==> config.mk <==
export PLATFORM = sky130hd
export DESIGN_NAME = data_mem_arbiter_flat
export DESIGN_NICKNAME = d
export VERILOG_FILES = /design/src/rtl/data_mem_arbiter_if.sv /design/src/rtl/data_mem_arbiter.sv /design/src/flat_wrapper.sv
export SDC_FILE = /design/constraint.sdc
export NUM_CORES = 1
export LEC_CHECK = 0
export ABC_AREA = 1
export BUFFER_PORTS_ARGS = -buffer_cell sky130_fd_sc_hd__buf_2
export CAP_MARGIN = 0
export CORE_AREA = 8 8 116 118
export DETAILED_ROUTE_END_ITERATION = 8
export DIE_AREA = 0 0 124 126
export PLACE_DENSITY_LB_ADDON = 0.05
export SLEW_MARGIN = 20
export SYNTH_ARGS = -nofsm -noshare
export SYNTH_HDL_FRONTEND = slang
export SYNTH_SLANG_ARGS = --single-unit
==> constraint.sdc <==
create_clock -name clk_i -period 1.5 [get_ports clk_i]
set_input_delay 0.15 -clock clk_i [delete_from_list [all_inputs] [get_ports clk_i]]
set_output_delay 0.15 -clock clk_i [all_outputs]
set_load 0.005 [all_outputs]
==> src/rtl/data_mem_arbiter_if.sv <==
// OBI-style req/gnt/rvalid bus between a master and the data memory side.
// The master modport drives the request and its attributes; the slave
// modport answers with grant and the one-cycle-late response.
interface data_mem_arbiter_if #(
    parameter int ADDR_WIDTH = 32,
    parameter int DATA_WIDTH = 32
) ();
    logic                  req;
    logic                  gnt;
    logic                  rvalid;
    logic                  we;
    logic [3:0]            be;
    logic [ADDR_WIDTH-1:0] addr;
    logic [DATA_WIDTH-1:0] wdata;
    logic [DATA_WIDTH-1:0] rdata;

    modport master (
        output req, we, be, addr, wdata,
        input  gnt, rvalid, rdata
    );

    modport slave (
        input  req, we, be, addr, wdata,
        output gnt, rvalid, rdata
    );
endinterface

==> src/rtl/data_mem_arbiter.sv <==
// Two-master round-robin arbiter in front of the data memory.
// m0 is the core LSU data port, m1 the loader/debug port. One request is
// forwarded per cycle; the memory grants combinationally and returns its
// response exactly one cycle later, which is routed back to the issuer.
module data_mem_arbiter #(
    parameter int ADDR_WIDTH = 32,
    parameter int DATA_WIDTH = 32,
    parameter bit PRIO_RESET = 1'b0
) (
    input  logic                 clk_i,
    input  logic                 rst_ni,
    data_mem_arbiter_if.slave    m0,
    data_mem_arbiter_if.slave    m1,
    data_mem_arbiter_if.master   mem,
    output logic                 mem_en_o
);

    // Arbitration / response-tracking state
    logic prio_q, prio_d;   // master that wins when both request
    logic pend_q, pend_d;   // a response is due this cycle
    logic id_q,   id_d;     // master that owns the due response
    logic en_q,   en_d;     // memory enable, rises once after reset

    logic                  sel;
    logic                  mem_req;
    logic                  accept;
    logic                  we_mux;
    logic [3:0]            be_mux;
    logic [ADDR_WIDTH-1:0] addr_mux;
    logic [DATA_WIDTH-1:0] wdata_mux;
    logic                  hit0;
    logic                  hit1;

    // Pick the master for this cycle; a lone requester always wins
    always_comb begin
        sel = 1'b0;
        if (m0.req && m1.req) begin
            sel = prio_q;
        end else if (m1.req) begin
            sel = 1'b1;
        end
        mem_req = (m0.req | m1.req) & en_q;
        accept  = mem_req & mem.gnt;
    end

    // Forward the selected master's attributes; idle cycles show master 0
    always_comb begin
        if (mem_req && sel) begin
            we_mux    = m1.we;
            be_mux    = m1.be;
            addr_mux  = m1.addr;
            wdata_mux = m1.wdata;
        end else begin
            we_mux    = m0.we;
            be_mux    = m0.be;
            addr_mux  = m0.addr;
            wdata_mux = m0.wdata;
        end
    end

    assign mem.req   = mem_req;
    assign mem.we    = we_mux;
    assign mem.be    = be_mux;
    assign mem.addr  = addr_mux;
    assign mem.wdata = wdata_mux;

    // Grant goes only to the selected master, gated by the forwarded request
    always_comb begin
        m0.gnt = accept & ~sel;
        m1.gnt = accept &  sel;
    end

    // Route the returning response to whichever master was granted last cycle
    always_comb begin
        hit0      = pend_q & ~id_q;
        hit1      = pend_q &  id_q;
        m0.rvalid = mem.rvalid & hit0;
        m1.rvalid = mem.rvalid & hit1;
        m0.rdata  = hit0 ? mem.rdata : '0;
        m1.rdata  = hit1 ? mem.rdata : '0;
    end

    // Next state: hand priority to the other master after every accepted
    // transfer and remember who must receive the response next cycle
    always_comb begin
        prio_d = prio_q;
        pend_d = accept;
        id_d   = id_q;
        en_d   = 1'b1;
        if (accept) begin
            prio_d = ~sel;
            id_d   = sel;
        end
    end

    // State registers; reset drops any outstanding response
    always_ff @(posedge clk_i or negedge rst_ni) begin
        if (!rst_ni) begin
            prio_q <= PRIO_RESET;
            pend_q <= 1'b0;
            id_q   <= 1'b0;
            en_q   <= 1'b0;
        end else begin
            prio_q <= prio_d;
            pend_q <= pend_d;
            id_q   <= id_d;
            en_q   <= en_d;
        end
    end

    assign mem_en_o = en_q;

`ifndef SYNTHESIS
    // Flag a memory response that no granted request is waiting for
    always @(posedge clk_i) begin
        if (rst_ni) begin
            assert (!(mem.rvalid && !pend_q))
            else $warning("data_mem_arbiter: stray rvalid with no outstanding request dropped");
        end
    end
`endif

endmodule

==> src/flat_wrapper.sv <==
// flat-port wrapper written by rule: the top's interface ports become plain ports
module data_mem_arbiter_flat 
#(
    parameter int ADDR_WIDTH = 32,
    parameter int DATA_WIDTH = 32,
    parameter bit PRIO_RESET = 1'b0
)
  (clk_i, rst_ni, mem_en_o, m0_req, m0_we, m0_be, m0_addr, m0_wdata, m0_gnt, m0_rvalid, m0_rdata, m1_req, m1_we, m1_be, m1_addr, m1_wdata, m1_gnt, m1_rvalid, m1_rdata, mem_req, mem_we, mem_be, mem_addr, mem_wdata, mem_gnt, mem_rvalid, mem_rdata);
  data_mem_arbiter_if #(.ADDR_WIDTH(ADDR_WIDTH), .DATA_WIDTH(DATA_WIDTH)) m0_i ();
  data_mem_arbiter_if #(.ADDR_WIDTH(ADDR_WIDTH), .DATA_WIDTH(DATA_WIDTH)) m1_i ();
  data_mem_arbiter_if #(.ADDR_WIDTH(ADDR_WIDTH), .DATA_WIDTH(DATA_WIDTH)) mem_i ();
  input  logic clk_i;
  input  logic rst_ni;
  output logic mem_en_o;
  input wire logic [$bits(m0_i.req)-1:0] m0_req;
  input wire logic [$bits(m0_i.we)-1:0] m0_we;
  input wire logic [$bits(m0_i.be)-1:0] m0_be;
  input wire logic [$bits(m0_i.addr)-1:0] m0_addr;
  input wire logic [$bits(m0_i.wdata)-1:0] m0_wdata;
  output wire logic [$bits(m0_i.gnt)-1:0] m0_gnt;
  output wire logic [$bits(m0_i.rvalid)-1:0] m0_rvalid;
  output wire logic [$bits(m0_i.rdata)-1:0] m0_rdata;
  input wire logic [$bits(m1_i.req)-1:0] m1_req;
  input wire logic [$bits(m1_i.we)-1:0] m1_we;
  input wire logic [$bits(m1_i.be)-1:0] m1_be;
  input wire logic [$bits(m1_i.addr)-1:0] m1_addr;
  input wire logic [$bits(m1_i.wdata)-1:0] m1_wdata;
  output wire logic [$bits(m1_i.gnt)-1:0] m1_gnt;
  output wire logic [$bits(m1_i.rvalid)-1:0] m1_rvalid;
  output wire logic [$bits(m1_i.rdata)-1:0] m1_rdata;
  output wire logic [$bits(mem_i.req)-1:0] mem_req;
  output wire logic [$bits(mem_i.we)-1:0] mem_we;
  output wire logic [$bits(mem_i.be)-1:0] mem_be;
  output wire logic [$bits(mem_i.addr)-1:0] mem_addr;
  output wire logic [$bits(mem_i.wdata)-1:0] mem_wdata;
  input wire logic [$bits(mem_i.gnt)-1:0] mem_gnt;
  input wire logic [$bits(mem_i.rvalid)-1:0] mem_rvalid;
  input wire logic [$bits(mem_i.rdata)-1:0] mem_rdata;
  assign m0_i.req = m0_req;
  assign m0_i.we = m0_we;
  assign m0_i.be = m0_be;
  assign m0_i.addr = m0_addr;
  assign m0_i.wdata = m0_wdata;
  assign m0_gnt = m0_i.gnt;
  assign m0_rvalid = m0_i.rvalid;
  assign m0_rdata = m0_i.rdata;
  assign m1_i.req = m1_req;
  assign m1_i.we = m1_we;
  assign m1_i.be = m1_be;
  assign m1_i.addr = m1_addr;
  assign m1_i.wdata = m1_wdata;
  assign m1_gnt = m1_i.gnt;
  assign m1_rvalid = m1_i.rvalid;
  assign m1_rdata = m1_i.rdata;
  assign mem_req = mem_i.req;
  assign mem_we = mem_i.we;
  assign mem_be = mem_i.be;
  assign mem_addr = mem_i.addr;
  assign mem_wdata = mem_i.wdata;
  assign mem_i.gnt = mem_gnt;
  assign mem_i.rvalid = mem_rvalid;
  assign mem_i.rdata = mem_rdata;
  data_mem_arbiter #(.ADDR_WIDTH(ADDR_WIDTH), .DATA_WIDTH(DATA_WIDTH), .PRIO_RESET(PRIO_RESET)) u_core (.clk_i(clk_i), .rst_ni(rst_ni), .m0(m0_i), .m1(m1_i), .mem(mem_i), .mem_en_o(mem_en_o));
endmodule
# Word level (Yosys, flattened, before mapping)
# Index checks and enable logic that the tools add are counted.
# op_classes
mux	8
bitwise	11
reduce_logical	2
# ops
cell	n
$mux 32	4
$and 1x1->1	8
$mux 4	1
$mux 1	3
$logic_and 1x1->1	2
$not 1->1	2
$or 1x1->1	1
# word_totals
input_bits	176
regBits	4
elab_cells	25
out_inout_bits	139

# Depth between registers and ports, before layout
# depth
ltp_word	4
depth_mapped	7
ltp_nobuf	5

# Worst setup path before layout
# No wires, ideal clock.
# synth_path
path_type	reg-to-output
from	reg u_core.en_q (netlist: u_core.mem_en_o)
to	out mem_wdata[21]
path_slack_ns	0.354
required_ns	1.350
path_buffers	3
path_stages_with_launch	7
arrival_time_ns	0.996
path_cell_list	dfrtp_1 buf_2 nand3_2 buf_6 buf_6 nand2_1 nand2_1
# synth_via
elab_chain_cells	3
# synth_lines
element	line_no	rtl
start, declared	data_mem_arbiter.sv:22	logic en_q, en_d;
start signal, assigned	data_mem_arbiter.sv:107	en_q <= en_d;
$and 1x1->1	data_mem_arbiter.sv:42	mem_req = (m0.req | m1.req) & en_q;
$logic_and 1x1->1	data_mem_arbiter.sv:48	if (mem_req && sel) begin
$mux 32	data_mem_arbiter.sv:48	
end, declared	flat_wrapper.sv:35	output wire logic [$bits(mem_i.wdata)-1:0] mem_wdata;
# No other way between the ends.

# Worst setup path after layout
# layout_path
from	reg u_core.prio_q
to	out mem_addr[25]
# layout_via
elab_chain_cells	3
# layout_lines
element	line_no	rtl
start, declared	data_mem_arbiter.sv:19	logic prio_q, prio_d;
start signal, assigned	data_mem_arbiter.sv:104	prio_q <= prio_d;
$mux 1	data_mem_arbiter.sv:37	if (m0.req && m1.req) begin
$logic_and 1x1->1	data_mem_arbiter.sv:48	
$mux 32	data_mem_arbiter.sv:48	
end, declared	flat_wrapper.sv:34	output wire logic [$bits(mem_i.addr)-1:0] mem_addr;
# No other way between the ends.

==> flow_metrics.env <==
export IMPL_run_status="complete, no violations"
export IMPL_floorplan_core_area_um2=11700
export IMPL_mappedNetlistArea_um2=1690
export IMPL_drt_wl_total_um=12600
export IMPL_clock_root_buffer="sky130_fd_sc_hd__clkbuf_16"
export IMPL_yosys_cell_types_count=15
export IMPL_worstSetupEndpointType="output port"
export IMPL_clk_transition_reported_paths_ns=0.03
export IMPL_setup_worst_path_start_class="flip-flop"
export IMPL_grt_pass1_wl_um=18300
export IMPL_start_util=0.144
export IMPL_final_hold_violation_count=0
export IMPL_die_height_um=126
export IMPL_finalWeightedCongestion=0.788
export IMPL_htree_levels=1
export IMPL_cts_tree="yes"
export IMPL_largest_family_of_logic_cells_by_synthesized_area="simple AND/OR/NAND/NOR gates"
export IMPL_finalSetupViolations=0
export IMPL_firstDrtPassIters=4
export IMPL_leakage_power_total_nw=2.53
export IMPL_post_synthesis_share_of_cell_area_spent_on_and_or_nand_and_nor_gates=0.749
export IMPL_avgRoutedWirePerCell_um=15.5
export IMPL_floorplan_rows=40
export IMPL_via_per_inst=4.24
export IMPL_worst_ir_drop_vdd_mv=0.252
export IMPL_synth_ff_latch_count=4
export IMPL_totalPowerFinal_w=0.00160
export IMPL_clock_sinks=4
export IMPL_via_count=3446
export IMPL_cp_data_required_time_ns=1.35
export IMPL_num_fill_cells=1375
export IMPL_io_pins=315
export IMPL_clock_path_buffers=2
export IMPL_postSynthCellCount=371
export IMPL_synth_mux_area_frac=0
export IMPL_synth_area_per_cell_um2=4.56
export IMPL_buffer_ports_inserted=314
export IMPL_layout_area_seq_um2=101
export IMPL_first_global_vias=3452
export IMPL_syn2layout_area_growth_pct=111
export IMPL_tritoncts_num_buffers=3
export IMPL_final_net_count=842
export IMPL_yosys_warnings=0
export IMPL_clkLatencyLatePin_ns=0.23
export IMPL_finalInstanceArea_um2=3580
export IMPL_rsz_0062_raised_after_global_routing="true"
export IMPL_hpwlAfterDp_um=10400
export IMPL_synthAdderAreaFrac=0
export IMPL_critical_path_fanouts_max=28
export IMPL_grt_total_usage=0.146
export IMPL_placed_area_um2=3420
export IMPL_critical_path_class="reg2out"
export IMPL_period_needed_ns=1.47
export IMPL_yosysSeqAreaShare=0.0592
export IMPL_synth_fp_nets=547
export IMPL_antenna_violating_nets_post_route=0
export IMPL_synth_compound_area_share=0.00296
export IMPL_fin_worst_hold_slack_ns=0.243
export IMPL_grt_max_degree=67
export IMPL_final_setup_tns_ns=0
export IMPL_most_common_layout_cells="sky130_fd_sc_hd__buf_2, sky130_fd_sc_hd__nand2_1, sky130_fd_sc_hd__nand4_1"
export IMPL_achievable_frequency_mhz=681
export IMPL_critPathArrivalTime_ns=1.32
export IMPL_grt_overflow_total=0
export IMPL_timing_final_crit_share=0.979
export IMPL_initialDrtViolationCount=105
export IMPL_synth_xor_area_share=0
export IMPL_die_area_um2=15600
export IMPL_p_per_area_nw_per_um2=448
export IMPL_hp_class="in2reg"
export IMPL_antenna_found_initial=1
export IMPL_final_layout_size_suffix_gt1_frac=0.510
export IMPL_max_cap_violations=0
export IMPL_fin_worst_skew_ns=0.00217
export IMPL_slew_violations=0
export IMPL_multiInputGateArea_um2=1310
export IMPL_final_common_cell="sky130_fd_sc_hd__buf_2"
export IMPL_die_w_um=124
export IMPL_drt_drc_violations_left=0
worst paths after layout:
check / startpoint / to / slack, ns / cells after the start
max: u_core.prio_q$_DFFE_PN0P_ / mem_addr[25] / 0.03 / 7
min: mem_gnt / u_core.pend_q$_DFF_PN0_ / 0.24 / 3
max reg2reg: u_core.prio_q$_DFFE_PN0P_ / u_core.prio_q$_DFFE_PN0P_ / 0.45 / 6
min reg2reg: u_core.prio_q$_DFFE_PN0P_ / u_core.prio_q$_DFFE_PN0P_ / 0.50 / 2
max in group asynchronous: rst_ni / u_core.mem_en_o$_DFF_PN0_ / 1.07 / 2
min in group asynchronous: rst_ni / u_core.prio_q$_DFFE_PN0P_ / 0.28 / 2
final cells by class:
cell class	instances	area share
multi-input cells	290	0.365
clock buffers	4	0.0220
flip-flops and latches	4	0.0283
inverters	41	0.0430
diodes	1	0.000700
repair buffers	326	0.490
well taps	147	0.0514
cells in the mapped netlist:
master / n / share of area
sky130_fd_sc_hd__nand4_1: 69 / 0.26
sky130_fd_sc_hd__nand3_2: 1 / 0.0059
sky130_fd_sc_hd__buf_6: 2 / 0.013
sky130_fd_sc_hd__nand3_1: 3 / 0.0089
sky130_fd_sc_hd__clkbuf_1: 19 / 0.042
sky130_fd_sc_hd__nand2_2: 1 / 0.0037
sky130_fd_sc_hd__a21oi_1: 1 / 0.0030
sky130_fd_sc_hd__inv_1: 40 / 0.089
sky130_fd_sc_hd__nand2_1: 146 / 0.32
sky130_fd_sc_hd__buf_1: 5 / 0.011
sky130_fd_sc_hd__conb_1: 1 / 0.0022
sky130_fd_sc_hd__inv_2: 1 / 0.0022
sky130_fd_sc_hd__nor2_1: 68 / 0.15
sky130_fd_sc_hd__dfrtp_1: 4 / 0.059
sky130_fd_sc_hd__buf_2: 10 / 0.030
cells by family (layout without fill, tap and decap cells):
logic type             Yosys count  in the layout
AOI/OAI and AO/OA                1              1
buffers and inverters           77            371
DFF                              4              4
other                            1              2
and+or+nand+nor                288            288
metal layers:
metal  share of wire  up-vias  wire, µm  GRT usage
met3            0.11        8      1430     0.0424
met2            0.54      187      6790      0.293
met4          0.0086        0       109     0.0322
met1            0.34     1480      4290      0.138
met5               0        -         0          0
li1                -     1771         -          -
per-stage QoR:
| stage | utilization | std cells | setup slack, ns |
|---|---|---|---|
| floorplan | - | 371 | 0.354 |
| global placement | 0.292 | 806 | 0.210 |
| detailed placement | 0.292 | 806 | 0.212 |
| CTS | 0.304 | 812 | 0.00361 |
| global route | 0.305 | 813 | -0.0903 |
| finish | 0.305 | 813 | 0.0314 |
where the power goes:
group | switching, W | internal [W]
Combinational | 0.000552 | 0.000486
Sequential | 0.00000995 | 0.000121
Clock | 0.0000833 | 0.000352
what timing repair did:
item	4_1_cts	5_1_grt
gates cloned	1	0
setup buffers	0	0
resized for setup	4	7
endpoints found under the setup margin	41	71
hold buffers	1	0
endpoints found under the hold margin	4	0
state kept, by name, summed over array words and instances (netlist names):
| signal | flops |
|---|---|
| u_core.id_q | 1 |
| u_core.mem_en_o | 1 |
| u_core.pend_q | 1 |
| u_core.prio_q | 1 |
critical path: stages, from the launching register on:
cell and delay, ns:
sky130_fd_sc_hd__dfrtp_1 0.38, sky130_fd_sc_hd__inv_2 0.08, sky130_fd_sc_hd__nand2_4 0.07, sky130_fd_sc_hd__nand3_4 0.13, sky130_fd_sc_hd__buf_12 0.19, sky130_fd_sc_hd__nand2_1 0.08, sky130_fd_sc_hd__nand2_1 0.06, sky130_fd_sc_hd__buf_2 0.11
(Power assumes the default switching activity.)
